File: src/rtl/piccolo_pkg.sv
// -----------------------------------------------------------------------------
// piccolo_pkg
// Shared definitions for the Piccolo-128 round datapaths.
// Contents:
//   ROUNDS, KEXP_CYCLES      fixed iteration counts
//   CON_MASK_A/B             round-constant masks
//   state_t                  IDLE / KEXP / ROUND encoding
//   kword                    extract key word kn from a 128-bit key state
//   key_fwd / key_inv        forward and inverse key-word permutations
//   rp                       byte-level round permutation
//   sbox, gf_mul2, gf_mul3   F-function primitives over GF(2^4), x^4+x+1
// Bit numbering: spec bit 0 is the MSB, so word Xn of a 64-bit block sits at
// [63-16n -: 16] and key word kn at [127-16n -: 16].
// -----------------------------------------------------------------------------
package piccolo_pkg;

  localparam int ROUNDS      = 31;
  localparam int KEXP_CYCLES = 7;

  localparam logic [15:0] CON_MASK_A = 16'h6547;
  localparam logic [15:0] CON_MASK_B = 16'hA98B;

  typedef enum logic [1:0] {
    ST_IDLE  = 2'd0,
    ST_KEXP  = 2'd1,
    ST_ROUND = 2'd2
  } state_t;

  // Key word kn (k0 is the most significant word).
  function automatic logic [15:0] kword(input logic [127:0] k, input logic [2:0] n);
    logic [127:0] t;
    t = k << {n, 4'b0000};
    return t[127:112];
  endfunction

  // Forward map: (k0..k7) -> (k2,k1,k6,k7,k0,k3,k4,k5)
  function automatic logic [127:0] key_fwd(input logic [127:0] k);
    return {kword(k, 3'd2), kword(k, 3'd1), kword(k, 3'd6), kword(k, 3'd7),
            kword(k, 3'd0), kword(k, 3'd3), kword(k, 3'd4), kword(k, 3'd5)};
  endfunction

  // Inverse map: (k0..k7) -> (k4,k1,k0,k5,k6,k7,k2,k3)
  function automatic logic [127:0] key_inv(input logic [127:0] k);
    return {kword(k, 3'd4), kword(k, 3'd1), kword(k, 3'd0), kword(k, 3'd5),
            kword(k, 3'd6), kword(k, 3'd7), kword(k, 3'd2), kword(k, 3'd3)};
  endfunction

  // Byte map: (b0..b7) -> (b2,b7,b4,b1,b6,b3,b0,b5)
  function automatic logic [63:0] rp(input logic [63:0] d);
    return {d[47:40], d[7:0], d[31:24], d[55:48],
            d[15:8], d[39:32], d[63:56], d[23:16]};
  endfunction

  function automatic logic [3:0] sbox(input logic [3:0] x);
    logic [3:0] y;
    case (x)
      4'h0: y = 4'he;  4'h1: y = 4'h4;  4'h2: y = 4'hb;  4'h3: y = 4'h2;
      4'h4: y = 4'h3;  4'h5: y = 4'h8;  4'h6: y = 4'h0;  4'h7: y = 4'h9;
      4'h8: y = 4'h1;  4'h9: y = 4'ha;  4'ha: y = 4'h7;  4'hb: y = 4'hf;
      4'hc: y = 4'h6;  4'hd: y = 4'hc;  4'he: y = 4'h5;  default: y = 4'hd;
    endcase
    return y;
  endfunction

  // Multiply by x in GF(2^4) modulo x^4+x+1: overflow folds back as 4'b0011.
  function automatic logic [3:0] gf_mul2(input logic [3:0] a);
    return {a[2:0], 1'b0} ^ {2'b00, a[3], a[3]};
  endfunction

  function automatic logic [3:0] gf_mul3(input logic [3:0] a);
    return gf_mul2(a) ^ a;
  endfunction

endpackage

File: src/rtl/piccolo128_dec_iter_if.sv
// -----------------------------------------------------------------------------
// piccolo128_dec_iter_if
// Start/done handshake bundle for the Piccolo-128 decryption core.
//   start       controller -> core   request, honoured only while core is idle
//   keyin       controller -> core   128-bit key k0..k7
//   ciphertext  controller -> core   64-bit block to decrypt
//   busy        core -> controller   high while a block is in flight
//   done        core -> controller   one-cycle result-valid pulse
//   plaintext   core -> controller   result, held until the next done
// -----------------------------------------------------------------------------
interface piccolo128_dec_iter_if;
  logic         start;
  logic [127:0] keyin;
  logic [63:0]  ciphertext;
  logic         busy;
  logic         done;
  logic [63:0]  plaintext;

  modport master (output start, keyin, ciphertext,
                  input  busy, done, plaintext);

  modport slave  (input  start, keyin, ciphertext,
                  output busy, done, plaintext);
endinterface

File: src/rtl/piccolofunction.sv
// -----------------------------------------------------------------------------
// piccolofunction
// Piccolo F-function: S-box layer, diffusion matrix M over GF(2^4), S-box layer.
//   i_x  16-bit input word (nibble 0 = bits [15:12])
//   o_y  16-bit output word
// M rows: (2 3 1 1) (1 2 3 1) (1 1 2 3) (3 1 1 2). Purely combinational.
// -----------------------------------------------------------------------------
module piccolofunction
  import piccolo_pkg::*;
(
  input  logic [15:0] i_x,
  output logic [15:0] o_y
);

  logic [3:0] w_s0, w_s1, w_s2, w_s3;
  logic [3:0] w_m0, w_m1, w_m2, w_m3;

  assign w_s0 = sbox(i_x[15:12]);
  assign w_s1 = sbox(i_x[11:8]);
  assign w_s2 = sbox(i_x[7:4]);
  assign w_s3 = sbox(i_x[3:0]);

  assign w_m0 = gf_mul2(w_s0) ^ gf_mul3(w_s1) ^ w_s2          ^ w_s3;
  assign w_m1 = w_s0          ^ gf_mul2(w_s1) ^ gf_mul3(w_s2) ^ w_s3;
  assign w_m2 = w_s0          ^ w_s1          ^ gf_mul2(w_s2) ^ gf_mul3(w_s3);
  assign w_m3 = gf_mul3(w_s0) ^ w_s1          ^ w_s2          ^ gf_mul2(w_s3);

  assign o_y = {sbox(w_m0), sbox(w_m1), sbox(w_m2), sbox(w_m3)};

endmodule

File: src/rtl/piccolo128_dec_iter.sv
// -----------------------------------------------------------------------------
// piccolo128_dec_iter
// Iterative Piccolo-128 decryption: one round per clock, 31 rounds.
//   clk   rising-edge clock
//   rst   synchronous, active-high reset (aborts any block in flight)
//   bus   slave side of piccolo128_dec_iter_if (start/keyin/ciphertext in,
//         busy/done/plaintext out)
// Flow: IDLE --start--> KEXP (7 forward key steps to reach the final encryption
// key state) --> ROUND (j = 0..30, walking the key schedule backwards) --> IDLE.
// done pulses 38 clocks after the accepting edge; a new start is taken in the
// done cycle, giving one block per 39 clocks.
// -----------------------------------------------------------------------------
module piccolo128_dec_iter
  import piccolo_pkg::*;
(
  input  logic                  clk,
  input  logic                  rst,
  piccolo128_dec_iter_if.slave  bus
);

  state_t        r_state, w_state_next;
  logic [4:0]    r_cnt;
  logic [127:0]  r_key;
  logic [63:0]   r_data;
  logic [63:0]   r_plain;
  logic          r_done;
  logic          w_busy;

  logic          w_kexp_last, w_round_last;
  logic [15:0]   w_x0, w_x1, w_x2, w_x3;
  logic [15:0]   w_f0, w_f2;
  logic [2:0]    w_ka_idx, w_kb_idx;
  logic [4:0]    w_c;
  logic [15:0]   w_rka, w_rkb;
  logic [15:0]   w_x1_new, w_x3_new;
  logic [15:0]   w_wk0, w_wk1, w_wk2, w_wk3;

  assign w_kexp_last  = (r_cnt == 5'(KEXP_CYCLES - 1));
  assign w_round_last = (r_cnt == 5'(ROUNDS - 1));

  // ---------------------------------------------------------------------------
  // Round datapath
  // ---------------------------------------------------------------------------
  assign {w_x0, w_x1, w_x2, w_x3} = r_data;

  piccolofunction u_f_x0 (.i_x(w_x0), .o_y(w_f0));
  piccolofunction u_f_x2 (.i_x(w_x2), .o_y(w_f2));

  // Encryption key index i = 60-2j; only (i+2) mod 8 and (i+3) mod 8 matter,
  // and those depend on j[1:0] alone.
  assign w_ka_idx = 3'd6 - {r_cnt[1:0], 1'b0};
  assign w_kb_idx = 3'd7 - {r_cnt[1:0], 1'b0};
  assign w_c      = 5'd31 - r_cnt;

  assign w_rka = kword(r_key, w_ka_idx) ^ {w_c, 5'b00000, w_c, 1'b0} ^ CON_MASK_A;
  assign w_rkb = kword(r_key, w_kb_idx) ^ {1'b0, w_c, 5'b00000, w_c} ^ CON_MASK_B;

  // RP leaves the two branch pairs half-swapped on odd rounds, so the key
  // pair follows them.
  assign w_x1_new = w_x1 ^ w_f0 ^ (r_cnt[0] ? w_rkb : w_rka);
  assign w_x3_new = w_x3 ^ w_f2 ^ (r_cnt[0] ? w_rka : w_rkb);

  // Input whitening (wk2/wk3) from the key on the bus; output whitening
  // (wk0/wk1) from the key state, which is back to the original by then.
  assign w_wk2 = {bus.keyin[63:56],  bus.keyin[7:0]};
  assign w_wk3 = {bus.keyin[15:8],   bus.keyin[55:48]};
  assign w_wk0 = {r_key[127:120],    r_key[103:96]};
  assign w_wk1 = {r_key[111:104],    r_key[119:112]};

  // ---------------------------------------------------------------------------
  // Control FSM
  // ---------------------------------------------------------------------------
  // NOTE: sequential state uses non-blocking (<=) so every register samples
  // the pre-edge values of all others, regardless of block ordering.
  always_ff @(posedge clk) begin
    if (rst) r_state <= ST_IDLE;
    else     r_state <= w_state_next;
  end

  // NOTE: every output of this block gets a default first, so no branch can
  // leave one unassigned and infer a latch.
  always_comb begin
    w_state_next = r_state;
    w_busy       = 1'b0;
    unique case (r_state)
      ST_IDLE: begin
        if (bus.start) w_state_next = ST_KEXP;
      end
      ST_KEXP: begin
        w_busy = 1'b1;
        if (w_kexp_last) w_state_next = ST_ROUND;
      end
      ST_ROUND: begin
        w_busy = 1'b1;
        if (w_round_last) w_state_next = ST_IDLE;
      end
      default: w_state_next = ST_IDLE;
    endcase
  end

  // ---------------------------------------------------------------------------
  // Datapath registers
  // ---------------------------------------------------------------------------
  always_ff @(posedge clk) begin
    // NOTE: reset clears the datapath as well as the control, so plaintext and
    // the key state never expose values from an aborted block.
    if (rst) begin
      r_cnt   <= '0;
      r_key   <= '0;
      r_data  <= '0;
      r_plain <= '0;
      r_done  <= 1'b0;
    end else begin
      r_done <= 1'b0;
      unique case (r_state)
        ST_IDLE: begin
          if (bus.start) begin
            r_key  <= bus.keyin;
            r_data <= {bus.ciphertext[63:48], bus.ciphertext[47:32] ^ w_wk2,
                       bus.ciphertext[31:16], bus.ciphertext[15:0]  ^ w_wk3};
            r_cnt  <= '0;
          end
        end
        ST_KEXP: begin
          r_key <= key_fwd(r_key);
          r_cnt <= w_kexp_last ? 5'd0 : r_cnt + 5'd1;
        end
        ST_ROUND: begin
          if (w_round_last) begin
            r_plain <= {w_x0, w_x1_new ^ w_wk0, w_x2, w_x3_new ^ w_wk1};
            r_done  <= 1'b1;
            r_cnt   <= '0;
          end else begin
            r_data <= rp({w_x0, w_x1_new, w_x2, w_x3_new});
            r_cnt  <= r_cnt + 5'd1;
            // Undo the forward step that encryption took just before index i.
            if (w_ka_idx == 3'd0) r_key <= key_inv(r_key);
          end
        end
        default: ;
      endcase
    end
  end

  assign bus.busy      = w_busy;
  assign bus.done      = r_done;
  assign bus.plaintext = r_plain;

endmodule

File: src/flat_wrapper.sv
// flat-port wrapper written by rule: the top's interface ports become plain ports
module piccolo128_dec_iter_flat import piccolo_pkg::*;
  (clk, rst, bus_start, bus_keyin, bus_ciphertext, bus_busy, bus_done, bus_plaintext);
  piccolo128_dec_iter_if bus_i ();
  input  logic clk;
  input  logic rst;
  input wire logic [$bits(bus_i.start)-1:0] bus_start;
  input wire logic [$bits(bus_i.keyin)-1:0] bus_keyin;
  input wire logic [$bits(bus_i.ciphertext)-1:0] bus_ciphertext;
  output wire logic [$bits(bus_i.busy)-1:0] bus_busy;
  output wire logic [$bits(bus_i.done)-1:0] bus_done;
  output wire logic [$bits(bus_i.plaintext)-1:0] bus_plaintext;
  assign bus_i.start = bus_start;
  assign bus_i.keyin = bus_keyin;
  assign bus_i.ciphertext = bus_ciphertext;
  assign bus_busy = bus_i.busy;
  assign bus_done = bus_i.done;
  assign bus_plaintext = bus_i.plaintext;
  piccolo128_dec_iter u_core (.clk(clk), .rst(rst), .bus(bus_i));
endmodule
File: config.mk
export PLATFORM = sky130hd
export DESIGN_NAME = piccolo128_dec_iter_flat
export DESIGN_NICKNAME = d
export VERILOG_FILES = /design/src/rtl/piccolo_pkg.sv /design/src/rtl/piccolo128_dec_iter_if.sv /design/src/rtl/piccolofunction.sv /design/src/rtl/piccolo128_dec_iter.sv /design/src/flat_wrapper.sv
export SDC_FILE = /design/constraint.sdc
export NUM_CORES = 1
export LEC_CHECK = 0
export BUFFER_PORTS_ARGS = -buffer_cell sky130_fd_sc_hd__buf_2
export CAP_MARGIN = 0
export CORE_UTILIZATION = 40
export DETAILED_ROUTE_END_ITERATION = 7
export GPL_TIMING_DRIVEN = 1
export PLACE_DENSITY_LB_ADDON = 0.25
export SLEW_MARGIN = 20
export SYNTH_ARGS = -nofsm -noshare
export SYNTH_HDL_FRONTEND = slang
export SYNTH_SLANG_ARGS = --single-unit
File: constraint.sdc
create_clock -name clk -period 7.96 [get_ports clk]
set_input_delay 1.99 -clock clk [delete_from_list [all_inputs] [get_ports clk]]
set_output_delay 1.99 -clock clk [all_outputs]
set_load 0.03 [all_outputs]
==> out/metrics.csv, run 1 <==
stage;metric;value;unit
setup_path;cp-start-kind;input pin;
routing;wire_per_inst;23.2;um
layout;drive_gt1_share;16.4;%
synth;ys_seq_elements;296;
setup_path;cp.arrival;5170;ps
flow_run;maxCapViolCount;0;
floorplan;dieArea;0.0473;sq mm
timing;finalHoldViolCount;0;
floorplan;ios;261;
clocking;worstSkewPairLatency;550;ps
synth;yosysWarnings;0;
clocking;cts_made_buffers;36;
synth;synthMostInstantiatedCell;nand2_1;
timing;fmax;214;MHz
setup_path;startpoint;rst;
setup_path;cp_slowest_stage_delay;690;ps
setup_path;slowest_stage;a21boi_0;
layout;fillers;4425;
global_routing;grt.overflow.total;0;
synth;synth_area_leaders;dfxtp_1 (32%), nand2_1 (8.6%), a21oi_1 (7.6%);
synth;synth.cell_area;0.0186;sq mm
setup_path;r2r_cells;12;
layout;multiInputGateArea;0.0118;sq mm
synth;ys.flop_type;dfxtp_1;
setup_path;critPathKind;input pin to flip-flop;
floorplan;std_cell_rows;78;
synth;yosysTopAreaCell;dfxtp_1;
clocking;cts_tree;built;
clocking;clk_pin_slew;60;ps
global_routing;grt_pass1_vias;15900;
power_and_ir_drop;vdd_drop_max;0.000364;V
clocking;cts.sinks;296;
clocking;cts-root-buf;clkbuf_16;
timing;grt_setup_unrepaired;no;
layout;fin_nets;2636;
place;detailed_place_hpwl;52.2;mm
layout;final_cell_area;0.0214;sq mm
timing;skew;19.0;ps
timing;worstMarginPinSlew;1150;ps
outcome;status;finished, final reports clean;
timing;min_period;4680;ps
power_and_ir_drop;pwr-share-clk;14.0;%
setup_path;cp_max_fo;98;
power_and_ir_drop;seqPwrFrac;18.2;%
setup_path;cpLargestDelayFamily;buffers and inverters;
floorplan;core_area;0.0456;sq mm
routing;detail_route.vias_per_cell;5.76;
power_and_ir_drop;p_sw;6.19;mW
routing;antenna_left;0;
synth;synthArstFlopShare;0;%
clocking;cts_resized;0;
setup_path;cp.required;8460;ps
place;port_buffers;260;
power_and_ir_drop;intPower;6.37;mW
power_and_ir_drop;p_per_area;586;mW/mm^2
synth;synth_edf_count;0;
routing;vias;17400;
floorplan;die_w;217;um
setup_path;critical_path_depth;9;
synth;synth_top_cell_area_share;31.9;%
power_and_ir_drop;leakagePower;8.53;nW
clocking;hold_buffers;0;
synth;synth.net_count;2501;
setup_path;path_buf_inv;3;
timing;fin_hold_ws;450;ps
synth;synth_cells;2262;
place;place_area;0.0202;sq mm
global_routing;antenna_found_initial;0;
setup_path;ff2ff_setup_slack;3380;ps
clocking;cts_setup_buffers;0;
global_routing;grt_max_degree;116;
synth;synth_cell_types;74;
min_path;hold_path_class;flip-flop to flip-flop;
timing;setup_tns;0;ps
synth;seq_area_frac_synth;31.9;%
clocking;clockBufferDepth;3;
timing;report.final.slew_viol_count;0;
floorplan;initial_utilization;40.7;%
timing;fin_crit_sh;58.8;%
timing;slew-limit-headroom;23.4;%
layout;final-seq-area;0.00593;sq mm
clocking;htree_levels;2;
synth;ys_top_cells_by_count;nand2_1 (423), dfxtp_1 (296), a21oi_1 (280);
global_routing;grt_first_pass_wirelength;102;mm
setup_path;worstSetupEndpoint;u_core.u_f_x2.w_s1[1];
setup_path;cpMostUsedCell;inv_1;
routing;wl;70.2;mm
setup_path;endpoint_kind;flip-flop;
setup_path;crit_chain;clkbuf_8, inv_1, and4_1, a31oi_1, a21boi_0, inv_1, ha_1, nor3_1, a221o_1;
routing;firstDrtPassIters;5;
power_and_ir_drop;comb_power_share;67.9;%
setup_path;r2r_end;u_core.u_f_x0.w_s2[1];
routing;drt-initial-drc-count;1973;
synth;syn_avg_cell_area;8.20;sq um
global_routing;gr-usage-all-layers;29.0;%
place;gp_congestion;0.957;
power_and_ir_drop;sw_frac_of_total;49.3;%
timing;setup_violations;0;
routing;drc;0;
layout;area.growth.synth_to_final;15.5;%
layout;diodes;0;
floorplan;die_height;217;um
setup_path;timing.rr.start;u_core.r_state[0];
cell type report:
type                            count  share of cell area (%)
Clock buffer                       54                    5.08
Timing Repair Buffer              277                    6.91
Inverter                           53                   0.928
Sequential cell                   296                    27.7
Clock inverter                      8                   0.683
Tap cell                          600                    3.50
Multi-Input combinational cell   1733                    55.2
power by group through the flow:
stage,registers (mW),logic (mW),clock network [mW]
2_1_floorplan,2.03,6.23,0
3_3_place_gp,2.29,8.25,0
3_5_place_dp,2.29,8.38,0
4_1_cts,2.27,8.43,1.77
5_1_grt,2.31,9.10,1.83
6_report,2.28,8.53,1.75
worst min-delay path by stage:
stage	endpoint	start	slack, ps	cells after the start
global route	u_core.bus.plaintext[3]	u_core.bus.plaintext[3]	460	2
finish	u_core.bus.plaintext[3]	u_core.bus.plaintext[3]	450	2
detailed placement	u_core.bus.plaintext[15]	u_core.bus.plaintext[15]	440	2
CTS	u_core.bus.plaintext[15]	u_core.bus.plaintext[15]	450	2
global placement	u_core.bus.plaintext[3]	u_core.bus.plaintext[3]	440	2
floorplan	u_core.bus.plaintext[54]	u_core.r_data[54]	440	2
registers in the layout, indices dropped and copies added, names as in the netlist, 5 cells and up:
signal / cells
u_core.bus.plaintext: 64
u_core.r_cnt: 5
u_core.r_data: 64
u_core.r_key: 128
worst min-delay path: cells and delay by family, from the launching register on:
| kind | cells | cell delay (ps) |
|---|---|---|
| and+or+nand+nor | 1 | 50 |
| AOI/OAI and AO/OA | 1 | 50 |
| DFF | 1 | 300 |
cells by family (layout without fill, tap and decap cells):
group,after synthesis,after routing,synth area share (%)
adders and majority gates,44,44,2.97
muxes,80,80,5.36
AOI/OAI and AO/OA,654,654,22.5
DFF,296,296,31.9
buffers and inverters,233,392,4.81
xor gates and xnor gates,267,267,16.7
and+or+nand+nor,688,688,15.7
metrics by stage:
stage | util [%] | total power [mW] | setup slack (ps) | std cells
6_report | 47.0 | 12.6 | 3280 | 3021
5_1_grt | 47.0 | 13.2 | 3090 | 3021
4_1_cts | 46.9 | 12.5 | 3380 | 3020
3_5_place_dp | 44.2 | 10.7 | 2790 | 2958
3_3_place_gp | 44.2 | 10.5 | 2900 | 2957
2_1_floorplan | - | 8.26 | 3520 | 2262
cells in the final DEF (no fill, tap or decap), drive strengths merged, types with 4 or more instances in the layout:
cell type / instances
or3: 8
a221oi: 4
a31o: 6
inv: 54
xnor3: 29
nand3: 18
a22oi: 113
o31ai: 4
buf: 276
ha: 44
a21boi: 4
a21o: 6
mux4: 15
bufinv: 4
and2: 8
clkbuf: 55
a31oi: 19
nand2b: 5
mux2i: 60
xor2: 85
xor3: 20
a21oi: 281
and4: 12
nor2: 139
nor3b: 17
a221o: 5
a211oi: 24
o211ai: 119
nor3: 22
nor2b: 10
dfxtp: 296
xnor2: 133
o22ai: 5
o21ai: 40
nand2: 423
mux2: 5
and3: 9
per-layer routing:
layer	track usage, %	vias to the layer above	share of wire [%]
met5	0	-	0
met4	15.7	0	5.7
met3	4.72	129	7.3
met2	42.9	736	43
met1	40.2	8316	44
li1	-	8206	-
No activity file was read; power rests on OpenSTA's default activity.
==> run 2, diff against run 1 <==
- clock period: 7.96 -> 3.8 ns (I/O delays scaled with it)
==> run 2 against run 1 <==
Against the previous run: sequential share of layout area down 0.47 points; total power is 120% higher; clock skew is essentially flat; cell count up 1.9%; flip-flop and latch count unchanged; sequential power rose by 110%; via count rose by 1.9%; register-to-register slack got worse by 3100 ps; count of clock-buffer cells in the layout down 1; design area grew 1.7%.
==> out/metrics.csv, run 2 (synthesis gave the netlist of run 1 again) <==
stage;metric;value;unit;change
outcome;status;finished, final reports clean;;
timing;grt_setup_unrepaired;no;;
routing;detail_route.vias_per_cell;5.76;;about the same
power_and_ir_drop;total_power;27.2;mW;+120%
setup_path;cpLargestDelayFamily;XOR/XNOR gates;;
clocking;clockBufferDepth;3;;unchanged
global_routing;grt_first_pass_wirelength;104;mm;+1.9%
global_routing;grt_pass1_vias;16300;;+2.0%
power_and_ir_drop;leakagePower;8.75;nW;+2.6%
timing;report.final.slew_viol_count;0;;unchanged
routing;drc;0;;unchanged
layout;final_core_util;47.8;%;+0.80 points
clocking;cts.sinks;296;;unchanged
routing;wire_per_inst;23.2;um;-0.38%
floorplan;std_cell_rows;78;;unchanged
setup_path;cp_slowest_stage_delay;550;ps;-140 ps
layout;layout_commonest_cell;nand2_1;;
setup_path;slowest_stage;dfxtp_2;;
floorplan;die_height;217;um;unchanged
floorplan;initial_utilization;40.7;%;unchanged
timing;fmax;280;MHz;
setup_path;cp-start-kind;flip-flop;;
layout;fin_nets;2688;;+2.0%
layout;top_register;u_core.r_key;;
global_routing;grt_max_degree;207;;+78%
setup_path;cp_max_fo;20;;-80%
setup_path;path_buf_inv;2;;-1
timing;worstMarginPinSlew;1100;ps;-52.6 ps
timing;fin_crit_sh;93.9;%;
setup_path;cp.arrival;4050;ps;-1120 ps
clocking;cts-root-buf;clkbuf_16;;
place;dpl.cell_count;3010;;+1.8%
clocking;hold_buffers;0;;unchanged
timing;min_period;3570;ps;
place;pre_cts_slack;274;ps;-2520 ps
clocking;cts_setup_buffers;0;;unchanged
floorplan;core_area;0.0456;sq mm;unchanged
floorplan;die_w;217;um;unchanged
timing;setup_tns;0;ps;unchanged
timing;setup_violations;0;;unchanged
setup_path;cp.required;4290;ps;-4170 ps
global_routing;gr-usage-all-layers;29.4;%;+0.40 points
place;detailed_place_hpwl;53.9;mm;+3.3%
power_and_ir_drop;p_per_area;1250;mW/mm^2;+110%
routing;drt-initial-drc-count;1725;;-13%
layout;mostFrequentLayoutCells;nand2_1 (422), dfxtp_1 (294), a21oi_1 (279);;
place;gp_congestion;0.994;;+3.8%
layout;drive_gt1_share;18.2;%;+1.8 points
floorplan;ios;261;;unchanged
layout;final_cell_area;0.0218;sq mm;+1.7%
layout;area.growth.synth_to_final;17.5;%;
timing;skew;19.0;ps;-0.0199 ps
routing;firstDrtPassIters;5;;unchanged
clocking;cts_made_buffers;36;;unchanged
place;place_area;0.0206;sq mm;+2.2%
layout;fillers;4419;;-0.14%
layout;final_cell_count_no_fill;3077;;+1.9%
place;port_buffers;260;;unchanged
timing;finalHoldViolCount;0;;unchanged
floorplan;dieArea;0.0473;sq mm;unchanged
routing;antenna_left;0;;unchanged
clocking;cts_tree;built;;
global_routing;antenna_found_initial;2;;+2
clocking;clk_pin_slew;60;ps;about the same
routing;wl;71.2;mm;+1.5%
timing;fin_hold_ws;450;ps;+0.420 ps
timing;slew-limit-headroom;26.9;%;+3.5 points
setup_path;endpoint_kind;flip-flop;;
setup_path;critPathKind;flip-flop to flip-flop;;
timing;fin_ws;233;ps;-3050 ps
clocking;htree_levels;2;;unchanged
global_routing;grt.overflow.total;0;;unchanged
clocking;worstSkewPairLatency;560;ps;about the same
routing;vias;17700;;+1.9%
power_and_ir_drop;vdd_drop_max;0.000758;V;+110%
layout;largest_reg_flops;128;;unchanged
min_path;hold_path_class;flip-flop to flip-flop;;
clocking;cts_resized;0;;unchanged
setup_path;ff2ff_setup_slack;230;ps;-3150 ps
flow_run;maxCapViolCount;0;;unchanged
setup_path;crit_chain;buf_4, mux2i_1, xor2_1, mux2i_1, xnor2_1, xnor2_1, a21oi_1, nor2_1, inv_1, ha_1, or3_1, o211ai_1;;
==> run 2: cell types whose count changed in the layout (fill, tap and decap cells not counted), sizes merged <==
cell	previous run	this run
buf	276	328
clkinv	2	8
bufinv	4	1
clkbuf	55	54
diode	0	1
inv	54	55
==> run 2: worst paths after layout <==
| path | end | from | depth (start not counted) |
|---|---|---|---|
| hold / removal | u_core.bus.plaintext[15] | u_core.bus.plaintext[15] | 2 |
| setup reg to reg | u_core.u_f_x2.w_s0[1] | u_core.r_cnt[1] | 12 |
| setup / recovery | u_core.u_f_x2.w_s0[1] | u_core.r_cnt[1] | 12 |
| hold reg to reg | u_core.bus.plaintext[15] | u_core.bus.plaintext[15] | 2 |
==> run 2: report_power, final <==
group	internal, mW	total [mW]	switching, mW
clock network	2.04	3.48	1.45
logic	8.10	19.0	10.9
registers	3.73	4.75	1.02
==> run 2: per-layer routing <==
| layer | routed length [um] | track usage (%) |
|---|---|---|
| met1 | 31100 | 40.5 |
| met2 | 31400 | 45.3 |
| met3 | 5490 | 5.03 |
| met4 | 3250 | 12.2 |
| met5 | 0 | 0 |
==> run 2: worst register-to-register path: cells and delay by family (launching register included) <==
| kind | cells | cell delay [ps] |
|---|---|---|
| flops | 1 | 550 |
| fa+ha+maj | 1 | 200 |
| simple gates | 2 | 530 |
| buf+inv | 2 | 470 |
| mux | 2 | 500 |
| compound gates | 2 | 260 |
| xor+xnor | 3 | 980 |
==> run 2: cell type report <==
type | count | area (sq um) | share of cell area (%)
flip-flops and latches | 296 | 5930 | 27.2
diodes | 1 | 2.50 | 0.0115
multi-input cells | 1733 | 11800 | 54.2
clock inverters | 12 | 98.8 | 0.453
well taps | 600 | 751 | 3.44
inverters | 53 | 199 | 0.913
repair buffers | 329 | 1930 | 8.84
clock buffers | 53 | 1080 | 4.94
==> run 3, diff against run 2 <==
- SETUP_SLACK_MARGIN: default -> 0.5
==> run 3 against run 2 <==
Against the previous run: clock skew shrank 1.1 ps; non-clock buffer count grew 17; critical path depth shrank 3; via count grew 0.37%; register-to-register slack gained 350 ps; flip-flop and latch count is the same; largest cell class unchanged.
==> out/metrics.csv, run 3 (synthesis gave the netlist of run 1 again) <==
stage;metric;value;unit;change
outcome;status;finished, final reports clean;;
setup_path;r2r_end;u_core.u_f_x2.w_s3[0];;
clocking;cts_tree;built;;
layout;final_cell_count_no_fill;3091;;+0.45%
timing;worstMarginPinSlew;1020;ps;-80.9 ps
routing;drt-initial-drc-count;2077;;+20%
clocking;clockBufferDepth;3;;unchanged
layout;drive_gt1_share;22.1;%;+3.9 points
routing;vias;17800;;+0.37%
setup_path;ff2ff_setup_slack;590;ps;+350 ps
clocking;cts.sinks;296;;unchanged
place;port_buffers;260;;unchanged
layout;largest_reg_flops;128;;unchanged
routing;firstDrtPassIters;6;;+1
routing;drc;0;;unchanged
timing;report.final.slew_viol_count;0;;unchanged
setup_path;critPathKind;flip-flop to flip-flop;;
timing;setup_tns;0;ps;unchanged
floorplan;die_height;217;um;unchanged
clocking;cts-root-buf;clkbuf_16;;
clocking;worstSkewPairLatency;570;ps;about the same
setup_path;path_buf_inv;0;;-2
layout;fin_nets;2706;;+0.67%
timing;min_period;3210;ps;-353 ps
min_path;hp-start;u_core.bus.plaintext[15];;
floorplan;dieArea;0.0473;sq mm;unchanged
routing;antenna_left;0;;unchanged
setup_path;cp_slowest_stage_delay;520;ps;-30 ps
timing;skew;17.9;ps;-1.06 ps
clocking;hold_buffers;0;;unchanged
layout;diodes;0;;-1
floorplan;core_area;0.0456;sq mm;unchanged
layout;area.growth.synth_to_final;21.7;%;
layout;mostFrequentLayoutCells;nand2_1 (422), dfxtp_1 (279), a21oi_1 (271);;
routing;wire_per_inst;23.0;um;-0.47%
setup_path;cpLargestDelayFamily;compound AO/OA/AOI/OAI gates;;
global_routing;grt_first_pass_wirelength;104;mm;-0.14%
layout;multiInputGateArea;0.0123;sq mm;+4.4%
setup_path;endpoint_kind;flip-flop;;
routing;detail_route.vias_per_cell;5.75;;about the same
layout;layout_commonest_cell;nand2_1;;
global_routing;grt_pass1_vias;16300;;+0.25%
layout;top_register;u_core.r_key;;
timing;slew-limit-headroom;32.3;%;+5.4 points
timing;finalHoldViolCount;0;;unchanged
layout;fillers;4381;;-0.86%
flow_run;maxCapViolCount;0;;unchanged
clocking;htree_levels;2;;unchanged
floorplan;initial_utilization;40.7;%;unchanged
timing;setup_violations;0;;unchanged
setup_path;cp-start-kind;flip-flop;;
place;gp_congestion;0.943;;-5.1%
setup_path;timing.rr.start;u_core.u_f_x0.w_s3[2];;
setup_path;slowest_stage;xor3_2;;
setup_path;cp.arrival;3680;ps;-370 ps
setup_path;r2r_cells;9;;-3
min_path;hold-path-endpoint;u_core.bus.plaintext[15];;
clocking;cts_made_buffers;37;;+2.8%
global_routing;grt_max_degree;215;;+3.9%
layout;final_core_util;49.6;%;+1.7 points
routing;wl;71.2;mm;about the same
global_routing;gr-usage-all-layers;29.4;%;-0.030 points
min_path;hold_path_class;flip-flop to flip-flop;;
timing;fmax;311;MHz;+11%
layout;final-seq-area;0.00596;sq mm;+0.53%
place;detailed_place_hpwl;53.4;mm;-0.96%
setup_path;cp.required;4270;ps;-20 ps
timing;fin_crit_sh;84.6;%;-9.3 points
global_routing;grt.overflow.total;0;;unchanged
clocking;clk_pin_slew;60;ps;about the same
global_routing;antenna_found_initial;0;;-2
timing;grt_setup_unrepaired;yes;;
floorplan;ios;261;;unchanged
place;dpl.cell_count;3007;;-0.10%
floorplan;die_w;217;um;unchanged
setup_path;cp_max_fo;6;;-70%
floorplan;std_cell_rows;78;;unchanged
setup_path;crit_chain;xor3_2, xnor2_2, mux2i_1, a2111o_1, a41o_1, a211o_2, ha_1, a21oi_1, a2bb2oi_2;;
min_path;holdPathStages;2;;unchanged
==> run 3: worst max path at each step <==
stage / from / cells past startpoint / slack (ps) / endpoint
3_5_place_dp: u_core.u_f_x2.w_s1[3] / 11 / 230 / u_core.u_f_x0.w_s3[1]
4_1_cts: u_core.u_f_x2.w_s0[1] / 11 / 460 / u_core.u_f_x0.w_s3[1]
6_report: u_core.u_f_x0.w_s3[2] / 9 / 590 / u_core.u_f_x2.w_s3[0]
2_1_floorplan: u_core.r_cnt[0] / 15 / 530 / u_core.u_f_x2.w_s2[0]
3_3_place_gp: u_core.u_f_x0.w_s3[2] / 9 / 340 / u_core.u_f_x2.w_s3[0]
5_1_grt: u_core.u_f_x0.w_s3[1] / 9 / 450 / u_core.u_f_x2.w_s3[0]
==> run 3: per-layer routing <==
| metal | track usage, % | wire [um] |
|---|---|---|
| met1 | 40.6 | 31100 |
| met2 | 44.3 | 31200 |
| met3 | 4.22 | 5120 |
| met4 | 15.2 | 3780 |
| met5 | 0 | 0 |
==> run 3: area by class of cell <==
class	instances	area share (%)
repair buffers	346	9.17
flip-flops and latches	296	26.4
well taps	600	3.32
clock buffers	47	4.58
multi-input cells	1733	54.6
inverters	53	0.881
clock inverters	16	1.05
==> run 3: stage by stage <==
stage | cell area, sq um | worst slack [ps] | hold WS (ps)
after floorplan | 18600 | 530 | 441
after global placement | 20600 | 338 | 437
after detailed placement | 20600 | 234 | 447
after CTS | 22000 | 456 | 454
after global routing | 22600 | 447 | 469
final | 22600 | 586 | 452
==> run 3: worst reg2reg max path, stage by stage, from the launching register on <==
cell	delay [ps]
dfxtp_2	410
xor3_2	530
xnor2_2	300
mux2i_1	150
a2111o_1	440
a41o_1	250
a211o_2	390
ha_1	290
a21oi_1	150
a2bb2oi_2	210
==> run 3: timing repair <==
item                                    4_1_cts  5_1_grt
pin swaps                                     5       23
buffers inserted                              2       18
gates resized for setup                      21       87
endpoints found under the setup margin       15       20
Power of run 3 is not shown: default switching activity piles up to over one toggle a cycle in this logic, so the estimate is an artifact.
